**config.mk**
```make
export PLATFORM = sky130hd
export DESIGN_NAME = axi4_lite_buffer
export DESIGN_NICKNAME = d
export VERILOG_FILES = /design/src/rtl/axi4_lite_buffer.sv
export SDC_FILE = /design/constraint.sdc
export NUM_CORES = 1
export LEC_CHECK = 0
export CORE_ASPECT_RATIO = 0.7
export CORE_MARGIN = 2
export CORE_UTILIZATION = 59
export CTS_CLUSTER_SIZE = 40
export DETAILED_ROUTE_END_ITERATION = 10
export PLACE_DENSITY = 0.85
export SYNTH_ARGS = -nofsm -noshare
export SYNTH_HDL_FRONTEND = slang
export SYNTH_HIERARCHICAL = 1
export SYNTH_SLANG_ARGS = --single-unit
```
**constraint.sdc**
```tcl
create_clock -name aclk -period 5.8 [get_ports aclk]
set_input_delay 1.16 -clock aclk [delete_from_list [all_inputs] [get_ports aclk]]
set_output_delay 1.16 -clock aclk [all_outputs]
set_load 0.03 [all_outputs]
```
**src/rtl/axi4_lite_buffer.sv**
```systemverilog
// axi4_lite_buffer: AXI4-Lite buffer, one FWFT FIFO per channel, with
// outstanding read/write limits. Optional stats ports: AXI4_LITE_BUFFER_STATS_EN.
// Ports: aclk, areset (async high); axi4_s_* upstream slave side (AR/AW/W in,
// R/B out); axi4_m_* downstream master side; rd_/wr_outstanding with macro.

module axi4_lite_buffer_fifo #(
   parameter int W = 8,
   parameter int D = 4
) (
   input  logic         clk,
   input  logic         rst,
   input  logic         push,
   input  logic         pop,
   input  logic [W-1:0] wdata,
   output logic [W-1:0] rdata,
   output logic         full,
   output logic         empty
);
   localparam int PW = $clog2(D);

   logic [PW:0]  wptr;
   logic [PW:0]  rptr;
   logic [W-1:0] mem [D];

   always_ff @(posedge clk or posedge rst) begin
      if (rst) begin
         wptr <= '0;
         rptr <= '0;
      end else begin
         if (push) wptr <= wptr + 1'b1;
         if (pop)  rptr <= rptr + 1'b1;
      end
   end

   // Storage needs no reset: nothing is presented until a push lands.
   always_ff @(posedge clk) begin
      if (push) mem[wptr[PW-1:0]] <= wdata;
   end

   assign rdata = mem[rptr[PW-1:0]];
   assign empty = (wptr == rptr);
   assign full  = (wptr[PW] != rptr[PW]) &&
                  (wptr[PW-1:0] == rptr[PW-1:0]);
endmodule

module axi4_lite_buffer #(
   parameter int A       = 32,
   parameter int N       = 4,
   parameter int D       = 4,
   parameter int MAX_OUT = 8
) (
   input  logic                          aclk,
   input  logic                          areset,
`ifdef AXI4_LITE_BUFFER_STATS_EN
   output logic [$clog2(MAX_OUT+1)-1:0]  rd_outstanding,
   output logic [$clog2(MAX_OUT+1)-1:0]  wr_outstanding,
`endif
   input  logic                          axi4_s_arvalid,
   output logic                          axi4_s_arready,
   input  logic [A-1:0]                  axi4_s_araddr,
   input  logic                          axi4_s_awvalid,
   output logic                          axi4_s_awready,
   input  logic [A-1:0]                  axi4_s_awaddr,
   input  logic                          axi4_s_wvalid,
   output logic                          axi4_s_wready,
   input  logic [8*N-1:0]                axi4_s_wdata,
   input  logic [N-1:0]                  axi4_s_wstrb,
   output logic                          axi4_s_rvalid,
   input  logic                          axi4_s_rready,
   output logic [8*N-1:0]                axi4_s_rdata,
   output logic [1:0]                    axi4_s_rresp,
   output logic                          axi4_s_bvalid,
   input  logic                          axi4_s_bready,
   output logic [1:0]                    axi4_s_bresp,
   output logic                          axi4_m_arvalid,
   input  logic                          axi4_m_arready,
   output logic [A-1:0]                  axi4_m_araddr,
   output logic                          axi4_m_awvalid,
   input  logic                          axi4_m_awready,
   output logic [A-1:0]                  axi4_m_awaddr,
   output logic                          axi4_m_wvalid,
   input  logic                          axi4_m_wready,
   output logic [8*N-1:0]                axi4_m_wdata,
   output logic [N-1:0]                  axi4_m_wstrb,
   input  logic                          axi4_m_rvalid,
   output logic                          axi4_m_rready,
   input  logic [8*N-1:0]                axi4_m_rdata,
   input  logic [1:0]                    axi4_m_rresp,
   input  logic                          axi4_m_bvalid,
   output logic                          axi4_m_bready,
   input  logic [1:0]                    axi4_m_bresp
);
   localparam int                CW    = $clog2(MAX_OUT+1);
   localparam logic [CW-1:0]     MAX_C = CW'(MAX_OUT);
   localparam int                DW    = 8*N;

   logic ar_full, ar_empty, aw_full, aw_empty;
   logic w_full, w_empty, r_full, r_empty, b_full, b_empty;
   logic s_ar_hs, s_aw_hs, s_w_hs, s_r_hs, s_b_hs;
   logic m_ar_hs, m_aw_hs, m_w_hs, m_r_hs, m_b_hs;
   logic [CW-1:0]   rd_cnt;
   logic [CW-1:0]   wr_cnt;
   logic [DW+N-1:0] w_out;
   logic [DW+1:0]   r_out;

   // Readies are held low for the whole reset window.
   assign axi4_s_arready = ~areset & ~ar_full & (rd_cnt != MAX_C);
   assign axi4_s_awready = ~areset & ~aw_full & (wr_cnt != MAX_C);
   assign axi4_s_wready  = ~areset & ~w_full;
   assign axi4_m_rready  = ~areset & ~r_full;
   assign axi4_m_bready  = ~areset & ~b_full;

   assign axi4_m_arvalid = ~ar_empty;
   assign axi4_m_awvalid = ~aw_empty;
   assign axi4_m_wvalid  = ~w_empty;
   assign axi4_s_rvalid  = ~r_empty;
   assign axi4_s_bvalid  = ~b_empty;

   assign s_ar_hs = axi4_s_arvalid & axi4_s_arready;
   assign s_aw_hs = axi4_s_awvalid & axi4_s_awready;
   assign s_w_hs  = axi4_s_wvalid  & axi4_s_wready;
   assign s_r_hs  = axi4_s_rvalid  & axi4_s_rready;
   assign s_b_hs  = axi4_s_bvalid  & axi4_s_bready;
   assign m_ar_hs = axi4_m_arvalid & axi4_m_arready;
   assign m_aw_hs = axi4_m_awvalid & axi4_m_awready;
   assign m_w_hs  = axi4_m_wvalid  & axi4_m_wready;
   assign m_r_hs  = axi4_m_rvalid  & axi4_m_rready;
   assign m_b_hs  = axi4_m_bvalid  & axi4_m_bready;

   axi4_lite_buffer_fifo #(.W(A), .D(D)) u_ar (
      .clk(aclk), .rst(areset), .push(s_ar_hs), .pop(m_ar_hs),
      .wdata(axi4_s_araddr), .rdata(axi4_m_araddr),
      .full(ar_full), .empty(ar_empty)
   );

   axi4_lite_buffer_fifo #(.W(A), .D(D)) u_aw (
      .clk(aclk), .rst(areset), .push(s_aw_hs), .pop(m_aw_hs),
      .wdata(axi4_s_awaddr), .rdata(axi4_m_awaddr),
      .full(aw_full), .empty(aw_empty)
   );

   axi4_lite_buffer_fifo #(.W(DW+N), .D(D)) u_w (
      .clk(aclk), .rst(areset), .push(s_w_hs), .pop(m_w_hs),
      .wdata({axi4_s_wdata, axi4_s_wstrb}), .rdata(w_out),
      .full(w_full), .empty(w_empty)
   );
   assign {axi4_m_wdata, axi4_m_wstrb} = w_out;

   axi4_lite_buffer_fifo #(.W(DW+2), .D(D)) u_r (
      .clk(aclk), .rst(areset), .push(m_r_hs), .pop(s_r_hs),
      .wdata({axi4_m_rdata, axi4_m_rresp}), .rdata(r_out),
      .full(r_full), .empty(r_empty)
   );
   assign {axi4_s_rdata, axi4_s_rresp} = r_out;

   axi4_lite_buffer_fifo #(.W(2), .D(D)) u_b (
      .clk(aclk), .rst(areset), .push(m_b_hs), .pop(s_b_hs),
      .wdata(axi4_m_bresp), .rdata(axi4_s_bresp),
      .full(b_full), .empty(b_empty)
   );

   // Outstanding counts follow the upstream side only.
   always_ff @(posedge aclk or posedge areset) begin
      if (areset) begin
         rd_cnt <= '0;
         wr_cnt <= '0;
      end else begin
         if (s_ar_hs && !s_r_hs)      rd_cnt <= rd_cnt + 1'b1;
         else if (s_r_hs && !s_ar_hs) rd_cnt <= rd_cnt - 1'b1;
         if (s_aw_hs && !s_b_hs)      wr_cnt <= wr_cnt + 1'b1;
         else if (s_b_hs && !s_aw_hs) wr_cnt <= wr_cnt - 1'b1;
      end
   end

`ifdef AXI4_LITE_BUFFER_STATS_EN
   assign rd_outstanding = rd_cnt;
   assign wr_outstanding = wr_cnt;

   always_ff @(posedge aclk or posedge areset) begin
      if (!areset) begin
         if (s_r_hs && !s_ar_hs)  assert (rd_cnt != '0);
         if (s_ar_hs && !s_r_hs)  assert (rd_cnt != MAX_C);
         if (s_b_hs && !s_aw_hs)  assert (wr_cnt != '0);
         if (s_aw_hs && !s_b_hs)  assert (wr_cnt != MAX_C);
      end
   end
`endif
endmodule

```
# After elaboration in Yosys (flattened, before gate mapping)
# Memory sizes are Yosys's and may differ from the RTL's.
# Index checks and enable logic that the tools add are counted.
totals:
  ff_bits: 38
  mem_bits_rw: 544
  input_bits: 148
  out_inout_bits: 146
  word_cells: 105
  n_memories: 5
mem_list:
  columns: ["name", "words", "word_bits", "read_ports", "rd_ports_with_merged_regs", "write_ports", "line_no", "source"]
  rows:
  - ["u_w.mem", 4, 36, 1, 0, 1, "23", "logic [W-1:0] mem [D];"]
  - ["u_r.mem", 4, 34, 1, 0, 1, "23", null]
  - ["u_ar.mem", 4, 32, 1, 0, 1, "23", null]
  - ["u_aw.mem", 4, 32, 1, 0, 1, "23", null]
  - ["u_b.mem", 4, 2, 1, 0, 1, "23", null]
classes:
  addsub: 14
  eq_ne: 17
  n_mux: 14
  n_bitwise: 28
  n_reduce_logical: 15
ops:
  columns: ["op", "n"]
  rows:
  - ["adder 3 x 1 -> 3 bit (second input constant)", 10]
  - ["AND 1 bit", 17]
  - ["2-to-1 mux 4 bit", 4]
  - ["== test 3 bit", 5]
  - ["inverter 1 bit", 11]
  - ["== test 2 bit", 5]
  - ["2-to-1 mux 1 bit", 10]
  - ["logical AND 1 bit", 9]
  - ["adder 4 x 1 -> 4 bit (second input constant)", 2]
  - ["!= test 4 bit (second input constant)", 2]
  - ["subtractor 4 x 1 -> 4 bit (second input constant)", 2]
  - ["!= test 1 bit", 5]
  - ["logical NOT 1 bit", 4]
  - ["nonzero test 2 bit", 2]

# Longest topological paths before layout
# Gate-level depths: netlist (run 1).
logic_depth:
  depth_word: 10
  depth_mapped: 12

# Cells and area by module
# The synthesis (run 1) kept the hierarchy.
by_module_without_submodules:
  columns: ["module", "n_inst", "cells_each", "area_per_inst_um2", "seq_area_each_um2"]
  rows:
  - ["axi4_lite_buffer_fifo (u_ar ...)", 2, 199, 5017.3, 3993.8]
  - ["axi4_lite_buffer_fifo (u_w)", 1, 219, 5556.6, 4474.3]
  - ["axi4_lite_buffer_fifo (u_r)", 1, 209, 5310.1, 4234.1]
  - ["axi4_lite_buffer", 1, 79, 733.2, 200.2]
  - ["axi4_lite_buffer_fifo (u_b)", 1, 41, 639.4, 390.4]

# Worst setup path before layout (run 1)
# OpenSTA, ideal clock, no wires.
synth_timing:
  path_type: "input -> register"
  from: "in areset"
  to: "reg wr_cnt[3]"
  setup_ns: 0.130
  arrival_time_ns: 3.548
  t_required_ns: 5.670
  slack_ns: 2.122
  path_stages: 8
  path_buffers: 0
  path_cell_list: "nor3_1 > and2_1 > ha_1 > inv_1 > ha_1 > or4_1 > nand3_1 > o221ai_2"
synth_via:
  elab_chain_cells: 7
  word_cells_on_any_way: 9
synth_rtl:
  columns: ["item", "line_no", "source"]
  rows:
  - ["from (decl)", "53", "input logic areset,"]
  - ["inverter 1 bit (*)", "108", "assign axi4_s_awready = ~areset & ~aw_full & (wr_cnt != MAX_C);"]
  - ["AND 1 bit (*) (2 in a row)", "108", null]
  - ["AND 1 bit (*)", "120", "assign s_aw_hs = axi4_s_awvalid & axi4_s_awready;"]
  - ["via s_aw_hs", "99", "logic s_ar_hs, s_aw_hs, s_w_hs, s_r_hs, s_b_hs;"]
  - ["logical NOT 1 bit", "171", "else if (s_b_hs && !s_aw_hs) wr_cnt <= wr_cnt - 1'b1;"]
  - ["logical AND 1 bit", "171", null]
  - ["nonzero test 2 bit (no source line)", null, null]
  - ["to (signal assigned)", "170", "if (s_aw_hs && !s_b_hs) wr_cnt <= wr_cnt + 1'b1;"]
  - ["to (signal assigned)", "171", null]
  - ["to (decl)", "102", "logic [CW-1:0] wr_cnt;"]
# Mark *: on every way through the listed nets, which the timed path passes. The rest lies on a longest branch.
# A chain may end at the register's enable or synchronous reset.

# Final worst setup path (run 1)
layout_timing:
  from: "reg u_w.rptr[0]"
  to: "out axi4_m_wdata[9]"
layout_via:
  elab_chain_cells: 1
layout_rtl:
  columns: ["item", "line_no", "source"]
  rows:
  - ["from (decl)", "22", "logic [PW:0] rptr;"]
  - ["from (signal assigned)", "31", "if (pop) rptr <= rptr + 1'b1;"]
  - ["memory (4 x 36 bit)", null, null]
  - ["to (decl)", "83", "output logic [8*N-1:0] axi4_m_wdata,"]
# No other way between the ends.

==> results.ini, run 1 <==
[routing]
drtIter0Drc=823
wirelength_um=43790
drt-pass1-iter-count=5
drc_errors=0
viasPerCell=5.759
wl_per_cell_um=24.11
ant_nets=0
vias=10460

[synth]
synth_cells=946
ys_ff_latch=582
synth.area.top_cells=edfxtp_1, mux4_2, dfrtp_1
synth_nets=1127
ys_warn_count=6
synth_area_um2=22270
seq_area_frac_synth=0.7761
yosysTopAreaCell=edfxtp_1
ys_types=32
synth_area_per_cell_um2=23.55
yosys.area.top_type_share=0.7334

[clocking]
cts_tree=done
cts.clk_slew.worst_paths_ps=60
ctsHtreeMaxLevel=2
clock_latency_ps=570
post_cts_buffers=0
postCtsHoldBufs=0
cts_resized=0
cts_num_sinks=582
clock_path_buffers=3
root_buffer=clkbuf_16
numCtsBuffers=52

[run]
max_cap_violations=0

[grt]
grt_max_degree=38
antenna_found_initial=2
grt_pass1_vias=11170
grt_pass1_wl_um=67450
overflow=0
grt_usage=0.2275

[worst_setup_path]
worstPathMaxFanout=27
cp.arrival_ps=3150
required_ps=4640
start_kind=flip-flop
path_class=flip-flop to output port
cp-end-kind=output port

[place]
dpl.cell_count=1717
place_area_um2=25640
gp_congestion=0.7335
pre_cts_slack_ps=1818
io_buffer_count=293
dp_hpwl_um=27450

[pwr]
p_leak_nw=9.139
p_total_mw=14.37
p_per_area_nw_per_um2=525.2
ir_worst_vdd_v=0.0003467

[sta]
setup_viol_count_final=0
finalHoldViolations=0
finalSetupTns_ps=0
worst_slack_ps=1495
maxSlewHeadroom=0.2220
min_period_over_period=0.7423
worst_slew_pin_slew_ps=1167
rsz0062_at_grt=false
final_max_slew_viol_count=0
fin_skew_ps=7.355
fmax_mhz=232.3
period_needed_ps=4305

[final_layout]
fin_area_um2=27360
finalNonFillerCells=1816
final_nets=1464
mostFrequentLayoutCell=edfxtp_1
areaGrowthSynthToFinish_pct=22.83
drive_gt1_frac=0.1780
final_cell_mix=edfxtp_1, clkdlybuf4s50_1, mux4_2

[floorplanning]
rows=59
floorplan.initialDensity=0.5987
core_area_um2=37210
dieArea_um2=39350
fp.dieH_um=166.6
pin_count=294
die_x_um=236.2

[worst_hold_path]
hp-class=flip-flop to flip-flop

[run_status]
status=finished clean

## cell usage after synthesis
cell type / n
o221ai_2: 2
nor2b_1: 3
a21o_1: 2
buf_6: 6
inv_1: 25
mux2_2: 7
nor2_1: 3
nand3b_1: 4
nand2_1: 14
clkbuf_1: 1
o21ai_0: 7
dfrtp_1: 38
or3_2: 1
nor3b_1: 5
a21oi_1: 2
buf_12: 11
nor4b_1: 2
mux2i_1: 2
and2_1: 25
or3_1: 5
xnor2_1: 14
or4_1: 2
mux4_1: 16
nor3_1: 7
fa_1: 2
mux4_2: 120
buf_2: 16
ha_1: 31
a211o_1: 2
xor2_1: 25
nand3_1: 2
edfxtp_1: 544
## critical path: stages (launching register included)
cell,delay (ps)
dfrtp_2,950
buf_4,410
mux4_2,540
clkdlybuf4s50_1,640
## worst paths after layout
kind / start / end / slack, ps / cells after the start
hold reg to reg: u_ar/rptr[2] / u_ar/rptr[2] / 490 / 1
max in group asynchronous: areset / wr_cnt[2] / 4470 / 3
hold / removal: u_ar/rptr[2] / u_ar/rptr[2] / 490 / 1
setup / recovery: u_w/rptr[0] / axi4_m_wdata[9] / 1490 / 3
setup reg to reg: u_w/rptr[1] / u_w/mem[1][15] / 2400 / 6
min in group asynchronous: areset / u_r/rptr[1] / 1050 / 3
## stage by stage
stage          utilization  hold WS, ps
2_1_floorplan            -        461.9
3_3_place_gp        0.6893        476.2
3_5_place_dp        0.6893        479.5
4_1_cts             0.7352        489.7
5_1_grt             0.7353        510.0
6_report            0.7354        491.7
## cell type report
| class | count | area (µm²) |
|---|---|---|
| fillers | 2078 | 9846 |
| multi-input cells | 305 | 4523 |
| repair buffers | 317 | 3126 |
| well taps | 488 | 610.6 |
| clock inverters | 27 | 280.3 |
| clock buffers | 70 | 1430 |
| flip-flops and latches | 582 | 17290 |
| inverters | 25 | 93.84 |
| diodes | 2 | 5.005 |
## cell families after synthesis
family | Yosys count | share of synthesized area
simple gates | 73 | 0.01899
fa+ha+maj | 33 | 0.01921
compound gates | 15 | 0.004831
flops | 582 | 0.7761
buf+inv | 59 | 0.02090
mux | 145 | 0.1446
xor+xnor | 39 | 0.01534
## per-layer routing
metal  global-route usage  wire length, µm  share of wire
met1               0.3098            17500           0.40
met2               0.3880            22730           0.52
met4              0.05008              738          0.017
met3              0.04641             2807          0.064
met5                    0               13        0.00030
## sequential cells by signal, summed over array words and instances, names as in the netlist
register and flops:
u_w/rptr 3, u_aw/wptr 3, u_b/mem 8, u_aw/rptr 3
u_b/rptr 3, u_r/rptr 3, u_w/wptr 3, u_ar/mem 128
u_r/wptr 3, wr_cnt 4, u_w/mem 144, u_r/mem 136
u_ar/wptr 3, u_aw/mem 128, u_b/wptr 3, rd_cnt 4
u_ar/rptr 3
## where the power goes
part           switching (mW)  internal, mW
registers               0.508          5.23
clock network            1.46          1.96
logic                    2.80          2.41
(Power assumes the default switching activity.)
==> run 2, diff against run 1 <==
Settings changed: CORE_UTILIZATION 59 to 50, PLACE_DENSITY 0.85 to 0.76.
Clock period 5.8 ns to 3.5 ns, I/O delays scaled along.
==> run 2 against run 1 <==
Sequential share of layout area down 1.0 points. Hold slack worse by 6.2 ps. Total power rose by 67%. Global-route usage decreased by 4.8 points. Cell count is 7.0% higher. Highest routed layer is now met4. Sequential cell count is the same. Worst setup slack worse by 1300 ps. Largest power group unchanged. Clock skew rose by 4.7 ps. Sequential power rose by 59%. Utilization down 10 points. Die area is 18% higher.
==> results.ini, run 2 (same netlist as run 1, synthesis figures left out) <==
[routing]
ant_nets=0  ; unchanged
wl_per_cell_um=21.21  ; -12%
wirelength_um=41240  ; -5.8%
vias=10350  ; -1.0%
drc_errors=0  ; unchanged
drt-pass1-iter-count=4  ; -1
viasPerCell=5.326  ; -7.5%
drtIter0Drc=527  ; -36%

[floorplanning]
fp.dieH_um=180.6  ; +8.4%
floorplan.initialDensity=0.5085  ; -0.09016
die_x_um=256.3  ; +8.5%
dieArea_um2=46280  ; +18%
pin_count=294  ; unchanged
core_area_um2=43800  ; +18%
rows=64  ; +8.5%

[sta]
finalSetupTns_ps=0  ; unchanged
min_period_over_period=0.9568
final_max_slew_viol_count=0  ; unchanged
worst_slew_pin_slew_ps=542.6  ; -624.4 ps
maxSlewHeadroom=0.6383  ; +0.4163
worst_slack_ps=151.1  ; -1344 ps
fin_skew_ps=12.10  ; +4.743 ps
rsz0062_at_grt=false
fmax_mhz=298.6
setup_viol_count_final=0  ; unchanged
period_needed_ps=3349
finalHoldViolations=0  ; unchanged

[grt]
antenna_found_initial=1  ; -1
grt_pass1_wl_um=63650  ; -5.6%
grt_pass1_vias=10870  ; -2.7%
grt_max_degree=40  ; +5.3%
grt_usage=0.1795  ; -0.04797
overflow=0  ; unchanged

[final_layout]
drive_gt1_frac=0.1936  ; +0.01564
largest_register_ffs=144  ; unchanged
fill_cells=2956  ; +42%
final_nets=1483  ; +1.3%
final_cell_mix=edfxtp_1, clkdlybuf4s50_1, mux4_2
mostFrequentLayoutCell=edfxtp_1
areaGrowthSynthToFinish_pct=24.91
utilization=0.6352  ; -0.1002

[pwr]
p_leak_nw=9.310  ; +1.9%
ir_worst_vdd_v=0.0005254  ; +52%
p_per_area_nw_per_um2=862.6  ; +64%
p_total_mw=24.00  ; +67%

[clocking]
cts_num_sinks=582  ; unchanged
clock_path_buffers=3  ; unchanged
numCtsBuffers=54  ; +3.8%
postCtsHoldBufs=0  ; unchanged
clock_latency_ps=570  ; about the same
cts_tree=done
root_buffer=clkbuf_16
ctsHtreeMaxLevel=2  ; unchanged
cts.clk_slew.worst_paths_ps=60  ; about the same

[run]
max_cap_violations=0  ; unchanged

[run_status]
status=finished clean

[worst_setup_path]
cp-end-kind=output port
r2r_setup_slack_ps=510  ; -1890 ps
cp.arrival_ps=2650  ; -500 ps
required_ps=2800  ; -1840 ps
crit_chain=buf_12 -> mux4_1 -> clkdlybuf4s50_1
path_class=flip-flop to output port
slowest_delay_ps=620  ; -330 ps
worstPathMaxFanout=18  ; -33%
worstRegToRegCells=10  ; +4
critPathSlowestCell=dfrtp_2
start_kind=flip-flop

[worst_hold_path]
hp-class=flip-flop to flip-flop
min_path_cells=1  ; unchanged

[place]
dp_hpwl_um=26130  ; -4.8%
gp_congestion=0.7506  ; +2.3%
pre_cts_slack_ps=212.0  ; -1605 ps
io_buffer_count=293  ; unchanged

[run 2: changes by cell type in the layout (fill, tap and decap cells not counted), moves of 3 or more]
| cell | before | now |
|---|---|---|
| clkinv_2 | 6 | 11 |
| buf_4 | 23 | 30 |
| and2_2 | 1 | 4 |
| buf_12 | 1 | 13 |
| clkbuf_8 | 4 | 0 |
| and2_1 | 24 | 21 |
| clkinv_1 | 7 | 10 |
[run 2: critical path, delay by kind of cell, from the launching register on]
| family | cells | cell delay, ps |
|---|---|---|
| flip-flops | 1 | 620 |
| buffers and inverters | 2 | 860 |
| multiplexers | 1 | 580 |
[run 2: metal layers]
layer / vias to the layer above / global-route usage / share of wire
met4: 0 / 0.03789 / 0.015
met1: 5354 / 0.2448 / 0.41
met5: - / 0 / 0
met3: 57 / 0.04754 / 0.069
met2: 300 / 0.2951 / 0.50
li1: 4643 / - / -
[run 2: where the power goes]
group | switching, mW | leakage, nW | internal [mW]
sequential | 0.473 | 5.38 | 8.66
combinational | 4.95 | 3.07 | 4.15
clock | 2.45 | 0.859 | 3.30
total | 7.88 | 9.31 | 16.1
[run 2: final timing paths]
kind                              start                to
setup / recovery           u_aw/rptr[0]  axi4_m_awaddr[0]
hold / removal             u_aw/wptr[2]      u_aw/wptr[2]
setup reg to reg           u_ar/rptr[1]         rd_cnt[3]
hold reg to reg            u_aw/wptr[2]      u_aw/wptr[2]
max in group asynchronous        areset         wr_cnt[3]
min in group asynchronous        areset       u_w/rptr[2]
[run 2: timing repair]
item / in CTS / in global routing
setup buffers: 0 / 1
resized for setup: 1 / 0
hold endpoints to repair: 0 / 0
endpoints found under the setup margin: 2 / 1
[run 2: cell type report]
type | instances | area (µm²) | area share
multi-input combinational | 305 | 4527 | 0.1627
tap | 594 | 743.2 | 0.02671
inverter | 25 | 93.84 | 0.003373
clock inverter | 36 | 364.1 | 0.01309
sequential | 582 | 17290 | 0.6216
antenna | 2 | 5.005 | 0.0001799
timing repair buffer | 334 | 3398 | 0.1221
clock buffer | 66 | 1396 | 0.05019
[run 2: per-stage QoR]
stage | instance area (µm²) | hold slack, ps | std cells
floorplan | 22270 | 461.9 | 946
global placement | 26050 | 474.9 | 1839
detailed placement | 26050 | 476.4 | 1839
CTS | 27810 | 489.0 | 1941
global route | 27820 | 500.1 | 1942
finish | 27820 | 485.5 | 1944
